[src/rtl/ps2_pkg.sv]
// Shared PS/2 definitions: set-2 scan codes, break prefix, FSM states,
// frame length and the 11-bit frame builder.
package ps2_pkg;

  localparam logic [7:0] SC_0     = 8'h45;
  localparam logic [7:0] SC_1     = 8'h16;
  localparam logic [7:0] SC_2     = 8'h1E;
  localparam logic [7:0] SC_3     = 8'h26;
  localparam logic [7:0] SC_4     = 8'h25;
  localparam logic [7:0] SC_5     = 8'h2E;
  localparam logic [7:0] SC_6     = 8'h36;
  localparam logic [7:0] SC_7     = 8'h3D;
  localparam logic [7:0] SC_8     = 8'h3E;
  localparam logic [7:0] SC_9     = 8'h46;
  localparam logic [7:0] SC_ENTER = 8'h5A;

  localparam logic [7:0] PS2_BREAK_PREFIX = 8'hF0;

  localparam int unsigned FRAME_BITS = 11;

  typedef enum logic [1:0] {
    IDLE,
    LOAD,
    SHIFT,
    GAP
  } ps2_state_e;

  // {stop, odd parity, data[7:0], start}; bit 0 goes out first.
  function automatic logic [FRAME_BITS-1:0] build_frame(input logic [7:0] data);
    return {1'b1, ~^data, data, 1'b0};
  endfunction

endpackage

[src/rtl/ascii2scan.sv]
// Combinational ASCII to PS/2 set-2 make-code lookup ('0'..'9' and CR).
module ascii2scan
  import ps2_pkg::*;
(
  input  logic [7:0] ascii,
  output logic [7:0] scan,
  output logic       hit
);

  // Table lookup; anything not listed reports hit=0.
  always_comb begin
    scan = '0;
    hit  = 1'b1;
    case (ascii)
      8'h30:   scan = SC_0;
      8'h31:   scan = SC_1;
      8'h32:   scan = SC_2;
      8'h33:   scan = SC_3;
      8'h34:   scan = SC_4;
      8'h35:   scan = SC_5;
      8'h36:   scan = SC_6;
      8'h37:   scan = SC_7;
      8'h38:   scan = SC_8;
      8'h39:   scan = SC_9;
      8'h0D:   scan = SC_ENTER;
      default: hit  = 1'b0;
    endcase
  end

endmodule

[src/rtl/ascii2ps2_tx.sv]
// Device-side PS/2 keystroke generator: ASCII in (valid/ready), PS/2
// device-to-host frames out on ps2c/ps2d.
// Optional macro PS2_BREAK_CODE_EN: send code, F0, code per key instead of
// the make code alone.
module ascii2ps2_tx
  import ps2_pkg::*;
#(
  parameter int unsigned CLK_DIV    = 2500,
  parameter int unsigned GAP_CYCLES = 5000
) (
  input  logic       clk,
  input  logic       reset_n,
  input  logic [7:0] ascii_in,
  input  logic       ascii_valid,
  output logic       ascii_ready,
  output logic       ps2c,
  output logic       ps2d,
  output logic       busy,
  output logic       unmapped
);

  localparam int unsigned HW = (CLK_DIV > 1) ? $clog2(CLK_DIV) : 1;
  localparam int unsigned GW = (GAP_CYCLES > 1) ? $clog2(GAP_CYCLES) : 1;
  localparam logic [HW-1:0] HALF_LAST = HW'(CLK_DIV - 1);
  localparam logic [GW-1:0] GAP_LAST  = GW'(GAP_CYCLES - 1);
  localparam logic [3:0]    BIT_LAST  = 4'(FRAME_BITS - 1);

  ps2_state_e            state_q, state_d;
  logic [7:0]            ascii_q, ascii_d;
  logic [FRAME_BITS-1:0] frame_q, frame_d;
  logic [3:0]            bit_q, bit_d;
  logic [HW-1:0]         half_q, half_d;
  logic                  phase_q, phase_d;
  logic [GW-1:0]         gap_q, gap_d;

  logic [7:0] scan;
  logic       hit;
  logic [7:0] tx_byte;
  logic       seq_last;

  ascii2scan u_ascii2scan (
    .ascii (ascii_q),
    .scan  (scan),
    .hit   (hit)
  );

`ifdef PS2_BREAK_CODE_EN
  logic [1:0] seq_q;

  // Byte index within the key sequence; advances at the end of each gap.
  always_ff @(posedge clk) begin
    if (!reset_n) begin
      seq_q <= '0;
    end else if (state_q == IDLE) begin
      seq_q <= '0;
    end else if (state_q == GAP && gap_q == GAP_LAST && seq_q != 2'd2) begin
      seq_q <= seq_q + 2'd1;
    end
  end

  assign seq_last = (seq_q == 2'd2);
  assign tx_byte  = (seq_q == 2'd1) ? PS2_BREAK_PREFIX : scan;
`else
  assign seq_last = 1'b1;
  assign tx_byte  = scan;
`endif

  // State and counter registers.
  always_ff @(posedge clk) begin
    if (!reset_n) begin
      state_q <= IDLE;
      ascii_q <= '0;
      frame_q <= '1;
      bit_q   <= '0;
      half_q  <= '0;
      phase_q <= 1'b0;
      gap_q   <= '0;
    end else begin
      state_q <= state_d;
      ascii_q <= ascii_d;
      frame_q <= frame_d;
      bit_q   <= bit_d;
      half_q  <= half_d;
      phase_q <= phase_d;
      gap_q   <= gap_d;
    end
  end

  // Next-state logic and line drive. The LOAD cycle already shows the start
  // bit, so it counts as the first cycle of the start bit's high phase and
  // the half-period counter is preloaded past it.
  always_comb begin
    state_d     = state_q;
    ascii_d     = ascii_q;
    frame_d     = frame_q;
    bit_d       = bit_q;
    half_d      = half_q;
    phase_d     = phase_q;
    gap_d       = gap_q;
    ascii_ready = 1'b0;
    busy        = 1'b1;
    unmapped    = 1'b0;
    ps2c        = 1'b1;
    ps2d        = 1'b1;
    case (state_q)
      IDLE: begin
        ascii_ready = 1'b1;
        busy        = 1'b0;
        if (ascii_valid) begin
          ascii_d = ascii_in;
          state_d = LOAD;
        end
      end
      LOAD: begin
        if (!hit) begin
          unmapped = 1'b1;
          state_d  = IDLE;
        end else begin
          ps2d    = 1'b0;
          frame_d = build_frame(tx_byte);
          bit_d   = '0;
          gap_d   = '0;
          if (CLK_DIV == 1) begin
            phase_d = 1'b1;
            half_d  = '0;
          end else begin
            phase_d = 1'b0;
            half_d  = HW'(1);
          end
          state_d = SHIFT;
        end
      end
      SHIFT: begin
        ps2c = ~phase_q;
        ps2d = frame_q[bit_q];
        if (half_q == HALF_LAST) begin
          half_d  = '0;
          phase_d = ~phase_q;
          if (phase_q) begin
            if (bit_q == BIT_LAST) begin
              gap_d   = '0;
              state_d = GAP;
            end else begin
              bit_d = bit_q + 4'd1;
            end
          end
        end else begin
          half_d = half_q + HW'(1);
        end
      end
      GAP: begin
        if (gap_q == GAP_LAST) begin
          state_d = seq_last ? IDLE : LOAD;
        end else begin
          gap_d = gap_q + GW'(1);
        end
      end
      default: state_d = IDLE;
    endcase
  end

endmodule

[config.mk]
export PLATFORM = sky130hd
export DESIGN_NAME = ascii2ps2_tx
export DESIGN_NICKNAME = d
export VERILOG_FILES = /design/src/rtl/ps2_pkg.sv /design/src/rtl/ascii2scan.sv /design/src/rtl/ascii2ps2_tx.sv
export SDC_FILE = /design/constraint.sdc
export NUM_CORES = 1
export LEC_CHECK = 0
export CORE_MARGIN = 2
export CORE_UTILIZATION = 30
export DETAILED_ROUTE_END_ITERATION = 6
export GPL_ROUTABILITY_DRIVEN = 0
export PLACE_DENSITY = 0.44
export SETUP_SLACK_MARGIN = 0.05
export SLEW_MARGIN = 30
export SYNTH_ARGS = -nofsm -noshare
export SYNTH_HDL_FRONTEND = slang
export SYNTH_HIERARCHICAL = 1
export SYNTH_SLANG_ARGS = --single-unit
[constraint.sdc]
create_clock -name clk -period 2.4 [get_ports clk]
set_clock_uncertainty 0.05 [all_clocks]
set_input_delay 0.36 -clock clk [delete_from_list [all_inputs] [get_ports clk]]
set_output_delay 0.36 -clock clk [all_outputs]
set_load 0.01 [all_outputs]
==> run summary, run 1 <==
Outcome -> finished, final reports clean
# diodes -> 0
IO Count -> 16
Wire length per cell -> 13.2 um
Hold_sp -> frame_q[0]$_SDFFE_PN1P_
R2R depth -> 9
ANT nets after route -> 0
Minimum clock period -> 2.29 ns
# port buffers -> 15
Mapped Area -> 2870 um2
Synth Flop Type -> dfxtp_1
Share of cells above drive strength 1 -> 0.167
RSZ-0062 raised after global routing -> yes
Mux cell area share after synthesis -> 0.0266
Syn. warnings -> 6
Adder-cell share of the synthesized area -> 0.0349
Die height -> 102 um
Synth Area in Simple Gates -> 0.318
Initial antenna violation count -> 0
Std cell rows -> 35
Post-synthesis compound-gate area fraction -> 0.172
Post-synth EDFFs -> 0
Max-Cap Viols -> 0
CTS H-tree depth -> 2
Area leader, netlist -> dfxtp_1
Final worst-path cycle share -> 0.954
Reg-to-reg critical path startpoint -> ascii_q[6]$_SDFFE_PN0P_
Overall die width -> 102 um
Post-synth top area share -> 0.349
WHS -> 0.395 ns
Fin. max-slew vios -> 0
TritonCTS Buffers -> 5
Vias -> 2,650
Max Clock Freq -> 0.437 GHz
DP Cell Count -> 516
Post-Synthesis Cells -> 364
Yosys reg bits -> 50
CTS Hold Buffers Added -> 0
Worst skew pair latency -> 0.30 ns
Global-route wire length before repair -> 11,800 um
Cell with the most instances after synthesis -> nand2_1
Root Buffer -> clkbuf_8
LEAKAGE -> 0.00129 uW
CTS Sinks -> 50
Synth unique cells -> 57
Fin. Hold Viols -> 0
Max IR drop VDD -> 0.243 mV
Commonest cells post-synth -> nand2_1 (58), dfxtp_1 (50), nand3_1 (30), a21oi_1 (26), nor2_1 (23)
Worst R2R End -> half_q[7]$_SDFFE_PN0P_
Die area -> 10,400 um2
Post-DR vias/cell -> 5.00
Min-Delay Path Class -> reg2reg
Xor/xnor cell area share of the yosys netlist -> 0.0549
Mean post-synth cell area -> 7.89 um2
Async SR Flop Fraction -> 0
Sequential area share after synthesis -> 0.349
First drt pass iteration count -> 4
Synth area leaders -> dfxtp_1 (35%), nand2_1 (7.6%), nand3_1 (5.2%)
Aggregate global-route resource usage -> 0.141
Final nets -> 419
Residual DRC count -> 0
Worst endpoint required time -> 1.99 ns
Worst-path clk slew -> 0.09 ns
Final Non-Filler Cells -> 530
Core area -> 9240 um2
Reg2Reg Setup Slack -> 0.11 ns
WP data arrival -> 1.88 ns
Pin count of the biggest net entering global routing -> 17
Starting DRT DRC Count -> 51
Post-Synthesis Net Count -> 383
Synth-to-layout area growth -> 23.0%
Dpl hpwl -> 5220 um
Vias in the first global route -> 2,443
Wirelength, routed -> 6970 um
Initial Utilization -> 0.311
WHS Endpoint -> frame_q[0]$_SDFFE_PN1P_
Bufs on Longest Clock Path -> 2
Critical Path Sink Type -> primary output
Crit start category -> flop
TritonCTS clock tree -> built
WHS Path Cells -> 2
Worst Path Max Fanout -> 3
Final Setup Violations -> 0
PwrDens -> 470 nW/um2
Main combinational cell family by area after synthesis -> simple AND/OR/NAND/NOR gates
GRT overflow -> 0
Crit Path Class -> reg2out
==> how the worst max path moves through the flow <==
stage	startpoint	to	slack, ns
floorplan	ascii_q[2]$_SDFFE_PN0P_	gap_q[3]$_SDFFE_PN0P_	0.09
global placement	ascii_q[5]$_SDFFE_PN0P_	ps2d	0.11
detailed placement	ascii_q[1]$_SDFFE_PN0P_	ps2d	0.04
CTS	ascii_q[1]$_SDFFE_PN0P_	ps2d	-0.07
global route	ascii_q[6]$_SDFFE_PN0P_	ps2d	-0.04
finish	ascii_q[6]$_SDFFE_PN0P_	ps2d	0.11
==> final cells by class <==
| type | instances | area (um2) |
|---|---|---|
| sequential | 50 | 1010 |
| timing repair buffer | 47 | 380 |
| inverter | 11 | 41.3 |
| fill | 1000 | 5710 |
| clock buffer | 6 | 72.6 |
| multi-input combinational | 285 | 1830 |
| tap | 129 | 161 |
| clock inverter | 2 | 37.5 |
==> what timing repair did <==
action,CTS,global route
endpoints found under the setup margin,2,21
pin swaps,0,7
buffers inserted,2,4
resized for setup,4,21
==> flip-flops by register name, indices dropped and copies added (netlist names), named ones only <==
name and count:
gap_q 13, half_q 12, frame_q 10, ascii_q 8, bit_q 4, phase_q 1
state_q 1
==> worst max-delay path: stages (launching register included) <==
cell      delay, ns
dfxtp_2        0.35
nor4b_4        0.30
o211ai_1       0.16
o21ai_1        0.16
nand2b_4       0.17
nand2_1        0.06
a31oi_1        0.14
o31ai_1        0.10
clkbuf_2       0.13
==> metal layers <==
metal,routed length [um],share of wire,up-vias,global-route usage
li1,-,-,1371,-
met1,3460,0.50,1240,0.193
met2,3290,0.47,33,0.231
met3,145,0.021,6,0.0226
met4,72,0.010,0,0.0369
met5,0,0,-,0
==> stage by stage <==
step / area (um2) / power (uW) / TNS (ns) / util / setup slack [ns]
3_5_place_dp: 3320 / 1060 / 0 / 0.360 / 0.0407
4_1_cts: 3450 / 1670 / -0.0700 / 0.374 / -0.0700
2_1_floorplan: 2900 / 991 / 0 / - / 0.0864
6_report: 3530 / 1660 / 0 / 0.382 / 0.109
3_3_place_gp: 3320 / 1070 / 0 / 0.360 / 0.113
5_1_grt: 3530 / 1740 / -0.0465 / 0.382 / -0.0403
==> cell usage in the layout (no fill, tap or decap), drive strengths merged, types with 10 or more instances in the layout <==
cell           synthesis  final
or4                   10     10
inv                   10     10
nand2                 58     58
nor2                  23     23
o21ai                 19     19
a21oi                 26     26
xnor2                 12     12
buf                    9     32
nand3                 30     30
clkdlybuf4s50          0     13
dfxtp                 50     50
nor3                  10     10
==> where the power goes <==
group | internal (uW) | leakage, uW | switching (uW)
registers | 841 | 0.000406 | 14.9
clock network | 312 | 0.0000514 | 294
logic | 92.9 | 0.000833 | 104
==> cell families (layout without fill, tap and decap cells) <==
logic type	after synthesis	after routing
AOI/OAI and AO/OA	80	80
xor gates and xnor gates	18	18
adders and majority gates	8	8
buffers and inverters	29	66
DFF	50	50
muxes	5	5
other	1	1
and+or+nand+nor	173	173
No activity file was read; power rests on OpenSTA's default activity.
==> run 2, diff against run 1 <==
--- a/config.mk
+++ b/config.mk
@@ -5,11 +5,13 @@
 export SDC_FILE = /design/constraint.sdc
 export NUM_CORES = 1
 export LEC_CHECK = 0
+export CAP_MARGIN = 25
 export CORE_MARGIN = 2
-export CORE_UTILIZATION = 30
+export CORE_UTILIZATION = 35
 export DETAILED_ROUTE_END_ITERATION = 6
 export GPL_ROUTABILITY_DRIVEN = 0
-export PLACE_DENSITY = 0.44
+export PLACE_DENSITY = 0.5
+export REMOVE_ABC_BUFFERS = 1
 export SETUP_SLACK_MARGIN = 0.05
 export SLEW_MARGIN = 30
 export SYNTH_ARGS = -nofsm -noshare
==> run summary, run 2 (synthesis results as in run 1) <==
Outcome -> finished, final reports clean (unchanged)
Max IR drop VDD -> 0.373 mV (was 0.243 mV)
DP Worst Slack -> -0.138 ns (was 0.0407 ns)
Final Total Pwr -> 1680 uW (was 1660 uW)
Worst skew pair latency -> 0.31 ns (was 0.30 ns)
Min-Delay Path Class -> reg2reg (unchanged)
R2R depth -> 11 (was 9)
Worst-path clk slew -> 0.09 ns (about the same)
Final Setup Violations -> 0 (unchanged)
TritonCTS Buffers -> 5 (unchanged)
Final-layout fill cell count -> 850 (was 1,000)
Largest registers -> gap_q: 13 flops, half_q: 12 flops, frame_q: 10 flops (unchanged)
Fin. max-slew vios -> 0 (unchanged)
Overall die width -> 94.6 um (was 102 um)
Final nets -> 443 (was 419)
Worst endpoint required time -> 1.99 ns (about the same)
Most frequent cells in the layout -> nand2_1 (56), buf_4 (56), dfxtp_1 (47), nand3_1 (30), a21oi_1 (26) (was nand2_1 (57), dfxtp_1 (46), buf_4 (32), nand3_1 (30), a21oi_1 (26))
WP data arrival -> 1.93 ns (was 1.88 ns)
Critical Path Most Common Cell -> buf_4
Reg2Reg Setup Slack -> 0.14 ns (was 0.11 ns)
Design area -> 3710 um2 (was 3530 um2)
Dpl hpwl -> 5310 um (was 5220 um)
First drt pass iteration count -> 4 (unchanged)
Setup_tns -> 0 ns (unchanged)
LEAKAGE -> 0.00141 uW (was 0.00129 uW)
# port buffers -> 15 (unchanged)
Pin count of the biggest net entering global routing -> 23 (was 17)
Worst stage delay on the critical path -> 0.33 ns (was 0.35 ns)
Wirelength, routed -> 7300 um (was 6970 um)
Final Util -> 0.458 (was 0.382)
Worst-Margin Slew -> 0.547 ns
GRT overflow -> 0 (unchanged)
Minimum clock period -> 2.34 ns (was 2.29 ns)
Wire length per cell -> 13.8 um (was 13.2 um)
Critical Path Sink Type -> primary output (unchanged)
Initial antenna violation count -> 0 (unchanged)
Largest Register -> gap_q (unchanged)
Die area -> 8940 um2 (was 10,400 um2)
Crit start category -> flop (unchanged)
Reg-to-reg critical path startpoint -> ascii_q[1]$_SDFFE_PN0P_ (was ascii_q[6]$_SDFFE_PN0P_)
Global-route wire length before repair -> 12,100 um (was 11,800 um)
PwrDens -> 454 nW/um2 (was 470 nW/um2)
ANT nets after route -> 0 (unchanged)
Root Buffer -> clkbuf_8 (unchanged)
Placed Area -> 3410 um2 (was 3320 um2)
Crit Path Class -> reg2out (unchanged)
Crit path cell chain -> nor4b_2 > buf_4 > o211ai_1 > o21ai_1 > buf_4 > nand2b_4 > nand2_4 > a31oi_4 > o31ai_2 > buf_2 (was nor4b_4 > o211ai_1 > o21ai_1 > nand2b_4 > nand2_1 > a31oi_1 > o31ai_1 > clkbuf_2)
Starting DRT DRC Count -> 115 (was 51)
Max-Cap Viols -> 0 (unchanged)
Setup ws final -> 0.0585 ns (was 0.109 ns)
Critical-path top delay cell -> dfxtp_2 (unchanged)
Fin. Hold Viols -> 0 (unchanged)
Max reg flops -> 13 (unchanged)
Aggregate global-route resource usage -> 0.170 (was 0.141)
CTS H-tree depth -> 2 (unchanged)
Crit path to -> ps2d (unchanged)
Initial Utilization -> 0.355 (was 0.311)
Post-DR vias/cell -> 5.22 (was 5.00)
Max Clock Freq -> 0.427 GHz (was 0.437 GHz)
CTS Sinks -> 50 (unchanged)
TritonCTS clock tree -> built (unchanged)
Vias -> 2,766 (was 2,650)
Worst R2R End -> gap_q[11]$_SDFFE_PN0P_ (was half_q[7]$_SDFFE_PN0P_)
Final worst-path cycle share -> 0.976 (was 0.954)
# diodes -> 0 (unchanged)
Std cell rows -> 33 (was 35)
Bufs on Longest Clock Path -> 2 (unchanged)
IO Count -> 16 (unchanged)
Synth-to-layout area growth -> 29.2% (was 23.0%)
Die height -> 94.6 um (was 102 um)
Share of cells above drive strength 1 -> 0.228 (was 0.167)
Residual DRC count -> 0 (unchanged)
Core area -> 8090 um2 (was 9240 um2)
Vias in the first global route -> 2,480 (was 2,443)
Worst Path Max Fanout -> 3 (unchanged)
Slew HR -> 0.635
Crit path launch -> ascii_q[1]$_SDFFE_PN0P_ (was ascii_q[6]$_SDFFE_PN0P_)
RSZ-0062 raised after global routing -> yes (unchanged)
## run 2: worst min-delay path by stage
stage                                    to  slack, ns                     from  cells after the start
floorplan           frame_q[0]$_SDFFE_PN1P_       0.37  frame_q[0]$_SDFFE_PN1P_                      2
global placement    frame_q[0]$_SDFFE_PN1P_       0.38  frame_q[0]$_SDFFE_PN1P_                      2
detailed placement  frame_q[0]$_SDFFE_PN1P_       0.39  frame_q[0]$_SDFFE_PN1P_                      2
CTS                 frame_q[0]$_SDFFE_PN1P_       0.40  frame_q[0]$_SDFFE_PN1P_                      2
global route        frame_q[0]$_SDFFE_PN1P_       0.44  frame_q[0]$_SDFFE_PN1P_                      2
finish              frame_q[0]$_SDFFE_PN1P_       0.40  frame_q[0]$_SDFFE_PN1P_                      2
## run 2: what timing repair did
action	4_1_cts	5_1_grt
setup endpoints to repair	13	21
hold buffers	0	0
gates resized for setup	19	16
buffers inserted	6	4
pin swaps	3	14
## run 2: final cells by class
class / instances / area, um2 / area share
Clock buffer: 5 / 68.8 / 0.0186
Clock inverter: 3 / 40.0 / 0.0108
Inverter: 11 / 41.3 / 0.0111
Multi-Input combinational cell: 285 / 1860 / 0.502
Sequential cell: 50 / 1000 / 0.271
Tap cell: 105 / 131 / 0.0354
Timing Repair Buffer: 71 / 561 / 0.151
## run 2: metrics by stage
stage	hold slack, ns	std cells
finish	0.398	530
global route	0.440	530
CTS	0.403	526
detailed placement	0.388	512
global placement	0.382	512
floorplan	0.368	346
## run 2: routing by layer
metal / share of wire / GRT usage / up-vias
met5: 0 / 0 / -
met4: 0.0079 / 0.0350 / 0
met3: 0.025 / 0.0263 / 7
met2: 0.45 / 0.267 / 35
met1: 0.52 / 0.248 / 1297
li1: - / - / 1427
## run 2: critical path: cells and delay by family (launching register included)
family	cells	cell delay (ns)
simple gates	3	0.46
compound gates	4	0.44
buf+inv	3	0.42
flops	1	0.33
## run 2: power by group
| group | total (uW) | leakage (uW) | internal, uW | switching, uW |
|---|---|---|---|---|
| clock | 603 | 0.0000579 | 308 | 296 |
| sequential | 850 | 0.000406 | 841 | 8.95 |
| combinational | 229 | 0.000943 | 110 | 120 |
